`src/rtl/spin_phase_sampler.sv`:
```
// Ising spin readout: counts cell/reference phase disagreement over a fixed sample window.
// Optional build macro SAMPLER_GLITCH_FILTER_EN adds a 3-sample majority filter per input.
module spin_phase_sampler #(
    parameter int WINDOW_BITS   = 10,
    parameter int SETTLE_CYCLES = 16,
    parameter int SYNC_STAGES   = 2
) (
    input  logic                 clk,
    input  logic                 ising_rstn,
    input  logic                 start,
    input  logic                 sin_ref,
    input  logic                 sin_cell,
    output logic                 busy,
    output logic                 valid,
    output logic                 spin,
    output logic [WINDOW_BITS:0] mismatch_count
);

    typedef enum logic [1:0] {IDLE, SETTLE, MEASURE, DONE} state_t;

    localparam logic [WINDOW_BITS:0] WINDOW_LEN = {1'b1, {WINDOW_BITS{1'b0}}};
    localparam logic [WINDOW_BITS:0] HALF_LEN   = WINDOW_LEN >> 1;
    localparam logic [WINDOW_BITS:0] CNT_ONE    = {{WINDOW_BITS{1'b0}}, 1'b1};
`ifdef SAMPLER_GLITCH_FILTER_EN
    localparam int SETTLE_LOAD = SETTLE_CYCLES + 1;
`else
    localparam int SETTLE_LOAD = SETTLE_CYCLES - 1;
`endif
    localparam logic [8:0] SETTLE_INIT = 9'(SETTLE_LOAD);

    logic [SYNC_STAGES-1:0] ref_sync;
    logic [SYNC_STAGES-1:0] cell_sync;
    logic                   sync_ref;
    logic                   sync_cell;
    logic                   ref_filt;
    logic                   cell_filt;
    logic                   mis;

    always_ff @(posedge clk or negedge ising_rstn) begin
        if (!ising_rstn) begin
            ref_sync  <= '0;
            cell_sync <= '0;
        end else begin
            ref_sync  <= {ref_sync[SYNC_STAGES-2:0], sin_ref};
            cell_sync <= {cell_sync[SYNC_STAGES-2:0], sin_cell};
        end
    end

    assign sync_ref  = ref_sync[SYNC_STAGES-1];
    assign sync_cell = cell_sync[SYNC_STAGES-1];

`ifdef SAMPLER_GLITCH_FILTER_EN
    logic [1:0] ref_hist;
    logic [1:0] cell_hist;

    always_ff @(posedge clk or negedge ising_rstn) begin
        if (!ising_rstn) begin
            ref_hist  <= '0;
            cell_hist <= '0;
        end else begin
            ref_hist  <= {ref_hist[0], sync_ref};
            cell_hist <= {cell_hist[0], sync_cell};
        end
    end

    // Majority of the current synchronized value and its two predecessors.
    assign ref_filt  = (sync_ref & ref_hist[0]) | (sync_ref & ref_hist[1]) |
                       (ref_hist[0] & ref_hist[1]);
    assign cell_filt = (sync_cell & cell_hist[0]) | (sync_cell & cell_hist[1]) |
                       (cell_hist[0] & cell_hist[1]);
`else
    assign ref_filt  = sync_ref;
    assign cell_filt = sync_cell;
`endif

    assign mis = ref_filt ^ cell_filt;

    state_t               state;
    state_t               state_d;
    logic [8:0]           settle_cnt;
    logic [8:0]           settle_d;
    logic [WINDOW_BITS:0] sample_cnt;
    logic [WINDOW_BITS:0] sample_d;
    logic [WINDOW_BITS:0] acc;
    logic [WINDOW_BITS:0] acc_d;
    logic [WINDOW_BITS:0] count_d;
    logic                 busy_d;
    logic                 valid_d;
    logic                 spin_d;

    always_ff @(posedge clk or negedge ising_rstn) begin
        if (!ising_rstn) begin
            state          <= IDLE;
            settle_cnt     <= '0;
            sample_cnt     <= '0;
            acc            <= '0;
            busy           <= 1'b0;
            valid          <= 1'b0;
            spin           <= 1'b0;
            mismatch_count <= '0;
        end else begin
            state          <= state_d;
            settle_cnt     <= settle_d;
            sample_cnt     <= sample_d;
            acc            <= acc_d;
            busy           <= busy_d;
            valid          <= valid_d;
            spin           <= spin_d;
            mismatch_count <= count_d;
        end
    end

    // Outputs are registered from the next-state values, so valid lands one cycle after DONE is entered.
    always_comb begin
        state_d  = state;
        settle_d = settle_cnt;
        sample_d = sample_cnt;
        acc_d    = acc;
        busy_d   = busy;
        valid_d  = 1'b0;
        spin_d   = spin;
        count_d  = mismatch_count;
        case (state)
            IDLE: begin
                if (start) begin
                    state_d  = SETTLE;
                    busy_d   = 1'b1;
                    settle_d = SETTLE_INIT;
                    acc_d    = '0;
                end
            end
            SETTLE: begin
                if (settle_cnt == '0) begin
                    state_d  = MEASURE;
                    sample_d = '0;
                end else begin
                    settle_d = settle_cnt - 9'd1;
                end
            end
            MEASURE: begin
                acc_d    = acc + {{WINDOW_BITS{1'b0}}, mis};
                sample_d = sample_cnt + CNT_ONE;
                if (sample_d == WINDOW_LEN) begin
                    state_d = DONE;
                end
            end
            DONE: begin
                count_d = acc;
                spin_d  = (acc < HALF_LEN);
                valid_d = 1'b1;
                busy_d  = 1'b0;
                state_d = IDLE;
            end
            default: state_d = IDLE;
        endcase
    end

endmodule

```
`config.mk`:
```
export PLATFORM = sky130hd
export DESIGN_NAME = spin_phase_sampler
export DESIGN_NICKNAME = d
export VERILOG_FILES = /design/src/rtl/spin_phase_sampler.sv
export SDC_FILE = /design/constraint.sdc
export NUM_CORES = 1
export LEC_CHECK = 0
export CAP_MARGIN = 20
export CORE_ASPECT_RATIO = 1.75
export CORE_MARGIN = 1.5
export CORE_UTILIZATION = 58
export DETAILED_ROUTE_END_ITERATION = 8
export PLACE_DENSITY = 0.79
export SYNTH_ARGS = -nofsm -noshare
export SYNTH_HDL_FRONTEND = slang
export SYNTH_SLANG_ARGS = --single-unit
```
`constraint.sdc`:
```
create_clock -name clk -period 2.2 [get_ports clk]
set_input_delay 0.44 -clock clk [delete_from_list [all_inputs] [get_ports clk]]
set_output_delay 0.44 -clock clk [all_outputs]
set_load 0.03 [all_outputs]
```
Yosys cells after proc, flatten, opt, wreduce, memory -nomap -nowiden
Index checks and enable logic that the tools add are counted.
Storage, ports and cells
  register bits after elaboration: 51
  bits of input ports: 5
  output and inout port bits: 14
  logic and storage cells: 48
Cells by class
  add/subtract/negate cells: 3
  magnitude comparators: 1
  equal/unequal tests: 8
  mux-type cells: 14
  bitwise gates (word level): 1
  reductions and logical operators: 11
Operators with widths (count)
  case mux 11 bit (2 select lines): 2
  two-way mux 11 bit: 2
  two-way mux 9 bit: 2
  case mux 9 bit (2 select lines): 1
  adder 11 x 1 -> 11 bit: 1
  adder 11 x 1 -> 11 bit (second input constant): 1
  equality test 11 bit (second input constant): 1
  < comparator 11 x 10 -> 1 bit (second input constant): 1
  logical NOT 9 bit: 1
  subtractor 9 x 1 -> 9 bit (second input constant): 1
  != test 2 bit (second input constant): 4
  case mux 2 bit (4 select lines): 1
  nonzero test 2 bit: 4
  two-way mux 2 bit: 3
  AND reduction 2 bit: 3
  AND reduction 3 bit: 2
  equality test 2 bit (second input constant): 2
  equality test 2 x 1 -> 1 bit (second input constant): 1
  logical NOT 2 bit: 1
  two-way mux 1 bit: 2
  case mux 1 bit (2 select lines): 1
  XOR 1 bit: 1

Longest topological paths before layout
Gate-level depths: netlist (run 1).
  depth in word-level cells: 4
  gate-level depth with buffers: 10
  depth with buffers taken out: 8

Worst setup path before layout (run 1)
OpenSTA, ideal clock, no wires.
  path kind: flip-flop to flip-flop
  start point: reg state[1]
  end point: reg settle_cnt[6]
  setup time: 126 ps
  arrival: 1856 ps
  path slack: 218 ps
  stages on the path, launching flop included: 9
  path through: dfrtp_1 -> inv_1 -> ha_1 -> mux2i_1 -> a41oi_2 -> nand2_1 -> or4b_1 -> xor2_1 -> nor2_1
Between the ends
  word-level cells in the longest chain between the ends: 3
  elaborated cells between the ends (all ways): 7
  classes of those cells: eq/ne: 3; mux: 1; reduce/logical: 3
RTL lines
  start: declaration: line 78  | state_t state;
  start signal: assignment: line 102  | state <= state_d;
  equality test 2 x 1 -> 1 bit / logical NOT 2 bit (equally long branches): line 123  | case (state)
  != test 2 bit (no source line) / nonzero test 2 bit (equally long branches)
  AND reduction 3 bit (no source line)
  end signal: assignment: line 103  | settle_cnt <= settle_d;
  end: declaration: line 80  | logic [8:0] settle_cnt;
Several ways; a longest one is shown, not always the timed one.
A chain may end at the register's enable or synchronous reset.

Worst setup path in the final report (run 1)
  start point: reg state[0]
  end point: reg settle_cnt[6]
Same word-level chain as after synthesis.

==> flow_summary_export.csv, run 1 <==
group,metric,value,unit
run_status,status,"finished clean",
synth,ys_seq_elements,51,
timing,fin_worst_skew,0.00808,ns
global_routing,first_global_vias,1826,
synth,synth-edff-count,0,
floorplan,core-area,4110,µm²
timing,timing.fmax,492,MHz
clocking,htreeDepth,2,
route,route.met3.wl,97,µm
clocking,cts_buffers,5,
synth,yosysMostFrequentCell,"dfrtp_1",
setup_path,critPathArrivalTime,2.22,ns
timing,rsz0062_at_grt,"no",
setup_path,path_class,"flop to flop",
synth,yosysSeqAreaShare,51.3,%
floorplan,num_io_pins,19,
route,drc,0,
run,drv_cap,0,
route,wl_met1,1.89,mm
floorplan,rows,31,
setup_path,worstRegToRegCells,8,
pwr,power_leakage,1.30,nW
route,drt_first_pass_iters,4,
setup_path,crit_fanout,6,
timing,relSlewSlack,57.9,%
cells_and_area,antenna_cells,0,
route,routed_via_density,5.77,
synth,syn_area,2490,µm²
global_routing,track_usage,23.0,%
cells_and_area,final_cells,315,
timing,tns,0,ns
floorplan,initial_core_util,60.5,%
setup_path,startpoint_type,"flop",
synth,yosysUniqueCellTypes,47,
setup_path,r2r_start,"state[0]",
setup_path,cp_data_required_time,2.39,ns
placed_design,port_buffers,18,
synth,synthArstFlopShare,100,%
synth,yosys-top-cells-area,"dfrtp_1, mux2_2, ha_1",
timing,finalHoldViolCount,0,
floorplan,die_width,52.5,µm
setup_path,endpoint_kind,"flop",
cells_and_area,fin_nets,278,
route,wl_met2,2.65,mm
cells_and_area,syn_to_final_growth,16.9,%
placed_design,placed_cells,306,
global_routing,overflow,0,
clocking,cts_tree,"built",
cells_and_area,post-route-util,70.7,%
pwr,p_per_area,516,nW/µm²
timing,slew_viol_final,0,
synth,ys_warn_count,0,
cells_and_area,drive_gt1_share,19.9,%
route,vias,1816,
synth,yosysTopAreaCellShare,51.3,%
pwr,vdd_drop_max,0.420,mV
synth,synth_common_cells,"dfrtp_1, nor2_1, o21ai_0",
synth,yosysTopAreaCell,"dfrtp_1",
floorplan,dieArea,4700,µm²
placed_design,gp_congestion,0.815,
global_routing,grt_pass1_wl,8.09,mm
route,routedWlPerCell,15.0,µm
clocking,clkSlewWorstSetupHoldPaths,0.09,ns
clocking,clock_sinks,51,
route,wirelength,4.73,mm
worst_hold_path,hold_path_class,"input port to async pin",
timing,setup_viol,0,
synth,synth.avg_cell_area,10.8,µm²
timing,tightestPinTransition,0.632,ns
route,ant_nets,0,
placed_design,hpwl,3.32,mm
floorplan,die_h,89.6,µm
synth,syn_nets,243,
route,top_layer_used,"met4",
global_routing,grt_antenna_before_repair,0,
timing,setup_ws,0.169,ns
setup_path,crit_start,"state[0]",
synth,syn_inst,230,
clocking,clk_latency,0.31,ns
clocking,clk_path_buf_depth,2,
route,drtIter0Drc,44,
timing,fin_crit,2.03,ns
timing,finalCritPeriodShare,92.3,%
placed_design,pre_cts_ws,-0.0899,ns
synth,synth_ff_type,"dfrtp_1",
clocking,root_buffer,"clkbuf_8",
global_routing,grt_start_max_net_pins,52,
stage by stage:
stage	cell area, µm²	total power [mW]	hold WS, ns
after detailed placement	2800	0.989	0.336
after global placement	2800	0.989	0.333
final	2910	1.50	0.234
after CTS	2890	1.52	0.256
after global routing	2910	1.56	0.296
after floorplan	2490	0.962	0.144
layer usage:
layer | global-route usage [%] | vias up
met2 | 42.3 | 22
met3 | 4.30 | 7
met1 | 25.3 | 899
met4 | 9.56 | 0
met5 | 0 | -
li1 | - | 888
cell usage in the layout, fill, tap and decap left out, types with 2 or more instances in the layout:
| cell type | synthesis | layout |
|---|---|---|
| dfrtp_1 | 51 | 51 |
| nor2_1 | 26 | 26 |
| o21ai_0 | 19 | 19 |
| nand2_1 | 17 | 17 |
| clkdlybuf4s50_1 | 0 | 17 |
| buf_4 | 1 | 17 |
| mux2_2 | 13 | 13 |
| xor2_1 | 10 | 10 |
| nand3_1 | 10 | 10 |
| inv_1 | 7 | 7 |
| a21oi_1 | 7 | 7 |
| ha_1 | 8 | 7 |
| xnor2_1 | 6 | 6 |
| o31ai_1 | 5 | 5 |
| clkbuf_8 | 0 | 5 |
| and3_1 | 4 | 4 |
| and3_2 | 4 | 4 |
| mux2i_1 | 3 | 3 |
| or3_1 | 3 | 3 |
| a32o_1 | 3 | 3 |
| nand2b_1 | 2 | 2 |
| nor2b_1 | 2 | 2 |
| a311oi_1 | 2 | 2 |
| clkinvlp_4 | 0 | 2 |
state kept, by name, indices dropped and copies added (netlist names), 2 cells and up:
name,count
acc,11
cell_sync,2
mismatch_count,11
ref_sync,2
sample_cnt,11
settle_cnt,9
state,2
worst max-delay path, cell delays in order, from the launching register on:
cell     delay, ns
dfrtp_1       0.42
inv_1         0.12
ha_2          0.25
mux2i_1       0.11
a41oi_2       0.21
nand2_1       0.10
or4b_1        0.52
xor2_1        0.15
nor2_1        0.05
repair_timing:
item / CTS / global route
endpoints found under the hold margin: 0 / 0
gates resized for setup: 0 / 2
hold buffers: 0 / 0
setup buffers: 0 / 1
endpoints found under the setup margin: 0 / 12
logic make-up after synthesis:
family	synth area share, %
mux	7.10
simple gates	17.0
compound gates	12.2
fa+ha+maj	4.03
flops	51.3
buf+inv	2.67
xor+xnor	5.64
worst paths after layout:
path                       slack [ns]                end
max                              0.17      settle_cnt[6]
min                              0.23      settle_cnt[5]
max reg2reg                      0.17      settle_cnt[6]
min reg2reg                      0.35       cell_sync[1]
max in group asynchronous        1.55  mismatch_count[0]
min in group clk                 0.35       cell_sync[1]
power by group:
group | leakage (nW) | internal [mW] | total, mW | switching [mW]
Clock | 0.0402 | 0.222 | 0.531 | 0.310
Sequential | 0.668 | 0.940 | 0.941 | 0.00109
Combinational | 0.595 | 0.00787 | 0.0278 | 0.0199
cell type report:
type                       count  area [µm²]
multi-input combinational    165        1150
inverter                       7        26.3
clock buffer                   5        68.8
clock inverter                 3        20.0
sequential                    51        1280
fill                         321        1200
tap                           49        61.3
timing repair buffer          35         303
Note: power is estimated with default switching activity, not from simulation.
==> inputs of run 2 (changes only) <==
Settings changed: CTS_CLUSTER_SIZE from default to 8.
==> results of run 2 <==
Same layout as run 1: the final DEF is identical, and so are final timing and power.
